===== src/rtl/uart_tx_controller_if.sv =====
// Control bundle between the UART transmit controller and its datapath/baud logic.
// Latency: none; this file only declares wires.
// Backpressure: none; Data_valid is a request that the controller drops while busy.
//
// Ports:
//   BIT_TICK   - one-clk pulse per bit period from the baud generator
//   Data_valid - request to send the word on the datapath input
//   PAR_EN     - parity enable, captured when the request is accepted
//   busy, ser_load, ser_shift, mux_sel, bit_count, done - controller outputs
interface uart_tx_controller_if;
  logic       BIT_TICK;
  logic       Data_valid;
  logic       PAR_EN;
  logic       busy;
  logic       ser_load;
  logic       ser_shift;
  logic [1:0] mux_sel;
  logic [3:0] bit_count;
  logic       done;

  // master: the datapath/baud side that issues requests and watches the controller
  modport master (
    output BIT_TICK, Data_valid, PAR_EN,
    input  busy, ser_load, ser_shift, mux_sel, bit_count, done
  );

  // slave: the controller itself
  modport slave (
    input  BIT_TICK, Data_valid, PAR_EN,
    output busy, ser_load, ser_shift, mux_sel, bit_count, done
  );
endinterface


===== src/rtl/uart_tx_controller.sv =====
// UART transmit controller: sequences start, data, optional parity and stop bits.
// Latency: ser_load one cycle after the request; the start bit begins on the next BIT_TICK.
// Backpressure: busy high from LOAD until IDLE; requests are ignored while busy, except in STOP.
//
// Ports:
//   clk   - single clock, rising edge
//   rst_n - asynchronous active-low reset
//   bus   - uart_tx_controller_if.slave (tick/request/parity-enable in, strobes/select/status out)
module uart_tx_controller #(
  parameter int DATA_WIDTH = 8
) (
  input logic                  clk,
  input logic                  rst_n,
  uart_tx_controller_if.slave  bus
);

  typedef enum logic [2:0] {
    S_IDLE   = 3'd0,
    S_LOAD   = 3'd1,
    S_WAIT   = 3'd2,
    S_START  = 3'd3,
    S_DATA   = 3'd4,
    S_PARITY = 3'd5,
    S_STOP   = 3'd6
  } state_t;

  localparam logic [3:0] LAST_BIT = 4'(DATA_WIDTH - 1);

  localparam logic [1:0] MUX_START  = 2'b00;
  localparam logic [1:0] MUX_DATA   = 2'b01;
  localparam logic [1:0] MUX_PARITY = 2'b10;
  localparam logic [1:0] MUX_IDLE   = 2'b11;

  state_t     state_q, state_d;
  logic [3:0] bit_count_q, bit_count_d;
  logic       par_en_q, par_en_d;
  logic       done_q, done_d;

  logic       busy_c;
  logic       ser_load_c;
  logic       ser_shift_c;
  logic [1:0] mux_sel_c;

  // State register
  always_ff @(posedge clk or negedge rst_n) begin
    if (!rst_n) begin
      state_q     <= S_IDLE;
      bit_count_q <= 4'd0;
      par_en_q    <= 1'b0;
      done_q      <= 1'b0;
    end else begin
      state_q     <= state_d;
      bit_count_q <= bit_count_d;
      par_en_q    <= par_en_d;
      done_q      <= done_d;
    end
  end

  // Next-state logic. BIT_TICK is level-sensitive: a tick held high advances
  // the FSM once per cycle it is asserted.
  always_comb begin
    state_d     = state_q;
    bit_count_d = bit_count_q;
    par_en_d    = par_en_q;
    done_d      = 1'b0;
    case (state_q)
      S_IDLE: begin
        if (bus.Data_valid) state_d = S_LOAD;
      end
      S_LOAD: begin
        // Parity enable is frozen here so later PAR_EN changes cannot reshape the frame.
        // A tick in this cycle is deliberately dropped.
        par_en_d = bus.PAR_EN;
        state_d  = S_WAIT;
      end
      S_WAIT: begin
        if (bus.BIT_TICK) state_d = S_START;
      end
      S_START: begin
        if (bus.BIT_TICK) begin
          state_d     = S_DATA;
          bit_count_d = 4'd0;
        end
      end
      S_DATA: begin
        if (bus.BIT_TICK) begin
          if (bit_count_q < LAST_BIT) begin
            bit_count_d = bit_count_q + 4'd1;
          end else begin
            state_d = par_en_q ? S_PARITY : S_STOP;
          end
        end
      end
      S_PARITY: begin
        if (bus.BIT_TICK) state_d = S_STOP;
      end
      S_STOP: begin
        if (bus.BIT_TICK) begin
          done_d  = 1'b1;
          // A request present at the stop-bit boundary starts the next frame immediately.
          state_d = bus.Data_valid ? S_LOAD : S_IDLE;
        end
      end
      default: begin
        state_d = S_IDLE;
      end
    endcase
  end

  // Output decode
  always_comb begin
    busy_c      = (state_q != S_IDLE);
    ser_load_c  = (state_q == S_LOAD);
    // The serializer already presents bit 0 after the load, so only the ticks that
    // move on to another data bit shift; the tick that ends the last bit does not.
    ser_shift_c = (state_q == S_DATA) && bus.BIT_TICK && (bit_count_q < LAST_BIT);
    case (state_q)
      S_START:  mux_sel_c = MUX_START;
      S_DATA:   mux_sel_c = MUX_DATA;
      S_PARITY: mux_sel_c = MUX_PARITY;
      default:  mux_sel_c = MUX_IDLE;
    endcase
  end

  assign bus.busy      = busy_c;
  assign bus.ser_load  = ser_load_c;
  assign bus.ser_shift = ser_shift_c;
  assign bus.mux_sel   = mux_sel_c;
  assign bus.bit_count = bit_count_q;
  assign bus.done      = done_q;

endmodule


===== src/flat_wrapper.sv =====
// flat-port wrapper written by rule: the top's interface ports become plain ports
module uart_tx_controller_flat 
#(
  parameter int DATA_WIDTH = 8
)
  (clk, rst_n, bus_BIT_TICK, bus_Data_valid, bus_PAR_EN, bus_busy, bus_ser_load, bus_ser_shift, bus_mux_sel, bus_bit_count, bus_done);
  uart_tx_controller_if bus_i ();
  input logic clk;
  input logic rst_n;
  input wire logic [$bits(bus_i.BIT_TICK)-1:0] bus_BIT_TICK;
  input wire logic [$bits(bus_i.Data_valid)-1:0] bus_Data_valid;
  input wire logic [$bits(bus_i.PAR_EN)-1:0] bus_PAR_EN;
  output wire logic [$bits(bus_i.busy)-1:0] bus_busy;
  output wire logic [$bits(bus_i.ser_load)-1:0] bus_ser_load;
  output wire logic [$bits(bus_i.ser_shift)-1:0] bus_ser_shift;
  output wire logic [$bits(bus_i.mux_sel)-1:0] bus_mux_sel;
  output wire logic [$bits(bus_i.bit_count)-1:0] bus_bit_count;
  output wire logic [$bits(bus_i.done)-1:0] bus_done;
  assign bus_i.BIT_TICK = bus_BIT_TICK;
  assign bus_i.Data_valid = bus_Data_valid;
  assign bus_i.PAR_EN = bus_PAR_EN;
  assign bus_busy = bus_i.busy;
  assign bus_ser_load = bus_i.ser_load;
  assign bus_ser_shift = bus_i.ser_shift;
  assign bus_mux_sel = bus_i.mux_sel;
  assign bus_bit_count = bus_i.bit_count;
  assign bus_done = bus_i.done;
  uart_tx_controller #(.DATA_WIDTH(DATA_WIDTH)) u_core (.clk(clk), .rst_n(rst_n), .bus(bus_i));
endmodule

===== config.mk =====
export PLATFORM = sky130hd
export DESIGN_NAME = uart_tx_controller_flat
export DESIGN_NICKNAME = d
export VERILOG_FILES = /design/src/rtl/uart_tx_controller_if.sv /design/src/rtl/uart_tx_controller.sv /design/src/flat_wrapper.sv
export SDC_FILE = /design/constraint.sdc
export NUM_CORES = 1
export LEC_CHECK = 0
export CAP_MARGIN = 20
export CORE_MARGIN = 5
export CORE_UTILIZATION = 30
export CTS_BUF_LIST = sky130_fd_sc_hd__clkbuf_8
export CTS_CLUSTER_DIAMETER = 30
export DETAILED_ROUTE_END_ITERATION = 12
export PLACE_DENSITY = 0.61
export SYNTH_ARGS = -nofsm -noshare
export SYNTH_HDL_FRONTEND = slang
export SYNTH_SLANG_ARGS = --single-unit

===== constraint.sdc =====
create_clock -name clk -period 3.2 [get_ports clk]
set_input_delay 0.64 -clock clk [delete_from_list [all_inputs] [get_ports clk]]
set_output_delay 0.64 -clock clk [all_outputs]
set_load 0.005 [all_outputs]

**Word-level counts from Yosys, hierarchy flattened**

Cells that the tools add are included.

- Register bits: 9
- Input bits: 5
- Output and inout bits: 10
- Word-level logic and storage cells: 44

- Add/sub/neg operators: 1
- $lt $le $gt $ge: 1
- Equality and inequality tests: 14
- Muxes and demuxes: 17
- Reductions and logical operators: 7

Operator list:

| operator | count |
|---|---|
| 3-bit two-way mux | 7 |
| 3-bit one-hot mux with 7 select lines | 1 |
| 2-bit != test (second input constant) | 8 |
| 4-bit two-way mux | 3 |
| 3-bit equality test (second input constant) | 3 |
| 4-bit one-hot mux with 2 select lines | 1 |
| 7-bit AND reduction | 1 |
| 3-bit by 2-bit equality test with 1-bit output (second input constant) | 2 |
| 2-bit one-hot mux with 3 select lines | 1 |
| 4-bit by 1-bit adder with 4-bit output (second input constant) | 1 |
| 4-bit by 3-bit less-than comparator with 1-bit output (second input constant) | 1 |
| 4-bit AND reduction | 1 |
| 3-bit by 1-bit equality test with 1-bit output (second input constant) | 1 |
| 3-bit logical NOT | 1 |
| 1-bit two-way mux | 3 |
| 3-bit nonzero test | 1 |
| 1-bit logical AND | 2 |
| 2-bit two-way mux | 1 |
| 2-bit nonzero test | 1 |

**Depth between registers and ports, before layout**

- Depth after elaboration: 4
- Depth in mapped cells: 4

**Worst setup path after synthesis**

No wires, ideal clock.

- Path type: input -> output
- From: in bus_BIT_TICK
- To: out bus_ser_shift
- Data arrival time: 1.193 ns
- Slack: 1.367 ns
- Stages on the path: 4
- Path buffers: 1
- Path through: buf_2 -> and4bb_4 -> nand2_2 -> inv_1

- Longest elaborated chain between the ends: 2

Ends and longest elaborated chain:

| item | RTL line | source |
|---|---|---|
| from (decl) | flat_wrapper.sv:10 | `input wire logic [$bits(bus_i.BIT_TICK)-1:0] bus_BIT_TICK;` |
| 1-bit logical AND (2 in a row) | uart_tx_controller.sv:116 | `ser_shift_c = (state_q == S_DATA) && bus.BIT_TICK && (bit_count_q < LAST_BIT);` |
| to (decl) | flat_wrapper.sv:15 | `output wire logic [$bits(bus_i.ser_shift)-1:0] bus_ser_shift;` |

No other way between the ends.

**Worst setup path in the final report**

Same ends and word-level chain as after synthesis.

==> impl_metrics.env <==
export IMPL_cpLargestDelayFamily="buffers and inverters"
export IMPL_worstHoldPathType="register to register"
export IMPL_synth_area_um2=592
export IMPL_rsz0062_at_grt="false"
export IMPL_fin_crit_sh=0.825
export IMPL_clk_pin_slew_ps=40
export IMPL_cts_inserted_buffers=3
export IMPL_wl_um=1190
export IMPL_cp_data_required_time_ps=2560
export IMPL_grt_overflow_total=0
export IMPL_wl_met2_um=482
export IMPL_crit_fanout=5
export IMPL_route_met3_wl_um=79
export IMPL_syn_avg_cell_area_um2=9.39
export IMPL_num_nets_final=85
export IMPL_crit_chain="clkdlybuf4s50_1, and4bb_4, nand2_2, inv_1, clkdlybuf4s50_1"
export IMPL_synth_edff_count=0
export IMPL_antenna_cells=0
export IMPL_synth_area_top_cells="dfrtp_1, nand2_1, mux2_2"
export IMPL_place_gp_congestion=0.764
export IMPL_rows=16
export IMPL_chipHeight_um=54.4
export IMPL_h_tree_depth=1
export IMPL_synth_ff_type="dfrtp_1"
export IMPL_yosys_warnings=0
export IMPL_die_w_um=54.4
export IMPL_clock_sinks=9
export IMPL_critical_path_startpoint_type="primary input"
export IMPL_drv_slew=0
export IMPL_postCtsSetupRepairBufs=0
export IMPL_top_layer="met3"
export IMPL_slew_headroom=0.674
export IMPL_antenna_found_initial=0
export IMPL_cp_end_kind="output port"
export IMPL_start_util=0.308
export IMPL_clk_latency_ps=230
export IMPL_cts_tree="done"
export IMPL_final_core_util=0.411
export IMPL_portBuffers=14
export IMPL_layout_drive_gt1_share=0.141
export IMPL_hold_buffers=0
export IMPL_track_usage=0.100
export IMPL_first_pass_iters=2
export IMPL_grt_pass1_wl_um=2130
export IMPL_cp_arrival_ps=2000
export IMPL_synth_most_common_cell="nand2_1"
export IMPL_cp_slowest_cell="clkdlybuf4s50_1"
export IMPL_clock_path_buffers=2
export IMPL_syn_to_final_growth_pct=33.4
export IMPL_p_leak_nw=0.358
export IMPL_synth_seq_cells=9
export IMPL_drt_vias_per_instance=4.56
export IMPL_synth_top_area_share=0.381
export IMPL_syn_nets=69
export IMPL_async_reset_ff_frac=1.00
export IMPL_netlist_instances=63
export IMPL_hold_viol=0
export IMPL_grt_max_degree=17
export IMPL_ir_drop_mv=0.415
export IMPL_fmax_mhz=379
export IMPL_p_per_area_nw_per_um2=853
export IMPL_yosysTopAreaCell="dfrtp_1"
export IMPL_synthTopCellsByCount="nand2_1, dfrtp_1, nor2_1"
export IMPL_finalSetupTns_ps=0
export IMPL_ys_seq_area_frac=0.381
export IMPL_wirelength_met1_um=627
export IMPL_die_area_um2=2960
export IMPL_ant_nets=0
export IMPL_wire_per_inst_um=11.3
export IMPL_fin_skew_ps=0.951
export IMPL_dp_hpwl_um=868
export IMPL_cts_resized=0
export IMPL_vias=479
export IMPL_crit_buf_inv=3
export IMPL_cts_root_buf="clkbuf_8"
export IMPL_worstMarginPinSlew_ps=488
export IMPL_drt_iter0_markers=6
export IMPL_grt_pass1_vias=483
export IMPL_cp_common_cell="clkdlybuf4s50_1"
export IMPL_maxCapViolations=0
export IMPL_drc=0
export IMPL_status="completed"
export IMPL_setup_violations=0
export IMPL_pin_count=15
export IMPL_final_min_clock_period_ps=2640
export IMPL_path_class="primary input to output port"
export IMPL_core_area_um2=1920
export IMPL_cpPeakStageDelay_ps=490
export IMPL_ys_types=29
layout make-up:
| type | count | area, um2 |
|---|---|---|
| clock buffer | 3 | 41.3 |
| fill | 221 | 1130 |
| multi-input combinational | 47 | 327 |
| timing repair buffer | 15 | 148 |
| sequential | 9 | 225 |
| tap | 27 | 33.8 |
| inverter | 3 | 11.3 |
| clock inverter | 1 | 3.75 |
state kept, by name, summed over array words and instances (netlist names):
name	count
u_core.bus.bit_count	4
u_core.bus.done	1
u_core.par_en_q	1
u_core.state_q	3
cell usage in the layout (no fill, tap or decap), types with 2 or more instances in the layout:
master | synthesis | routed
a21oi_1 | 2 | 2
o21ai_1 | 2 | 2
nand2_1 | 13 | 13
nand2b_1 | 3 | 3
mux2_2 | 3 | 3
dfrtp_1 | 9 | 9
inv_1 | 3 | 4
mux2i_1 | 2 | 2
clkdlybuf4s50_1 | 0 | 14
o21ai_0 | 2 | 2
nor2_1 | 4 | 4
clkbuf_8 | 0 | 3
layer usage:
layer  GRT usage  vias to the layer above
met3      0.0327                        0
met2       0.133                       10
met4      0.0622                        0
met5           0                        -
met1       0.137                      220
li1            -                      249
cell families after synthesis:
kind of cell / count (synthesis) / synth area share
simple gates: 28 / 0.281
compound gates: 12 / 0.144
flops: 9 / 0.381
buf+inv: 7 / 0.0677
mux: 5 / 0.0909
xor+xnor: 1 / 0.0148
fa+ha+maj: 1 / 0.0211
worst register-to-register path, cell delays in order, from the launching register on:
cell and delay, ps:
dfrtp_1 620, mux2_2 390, o22ai_1 190, o221ai_2 120
where the power goes:
part | switching, mW | internal (mW)
registers | 0.0935 | 0.153
clock network | 0.0435 | 0.0834
logic | 0.111 | 0.189
total | 0.248 | 0.426
metrics by stage:
step / hold WS (ps) / setup WS, ps / instances / power, mW / area [um2]
final: 549 / 561 / 105 / 0.673 / 790
after floorplan: 344 / 1370 / 63 / 0.439 / 592
after global placement: 533 / 550 / 101 / 0.545 / 744
after CTS: 554 / 544 / 105 / 0.681 / 790
after global routing: 576 / 495 / 105 / 0.739 / 790
after detailed placement: 543 / 549 / 101 / 0.551 / 744
worst paths after layout:
path                                              start                      end  slack (ps)  cells after the start
worst max-delay path                       bus_BIT_TICK            bus_ser_shift         560                      5
worst min-delay path            u_core.bus.bit_count[3]  u_core.bus.bit_count[3]         550                      2
worst max register to register        u_core.state_q[2]        u_core.state_q[0]        1760                      3
worst min register to register  u_core.bus.bit_count[3]  u_core.bus.bit_count[3]         550                      2
max in group asynchronous                         rst_n  u_core.bus.bit_count[0]        2220                      1
min in group asynchronous                         rst_n          u_core.bus.done         700                      1
Note: power is estimated with default switching activity, not from simulation.
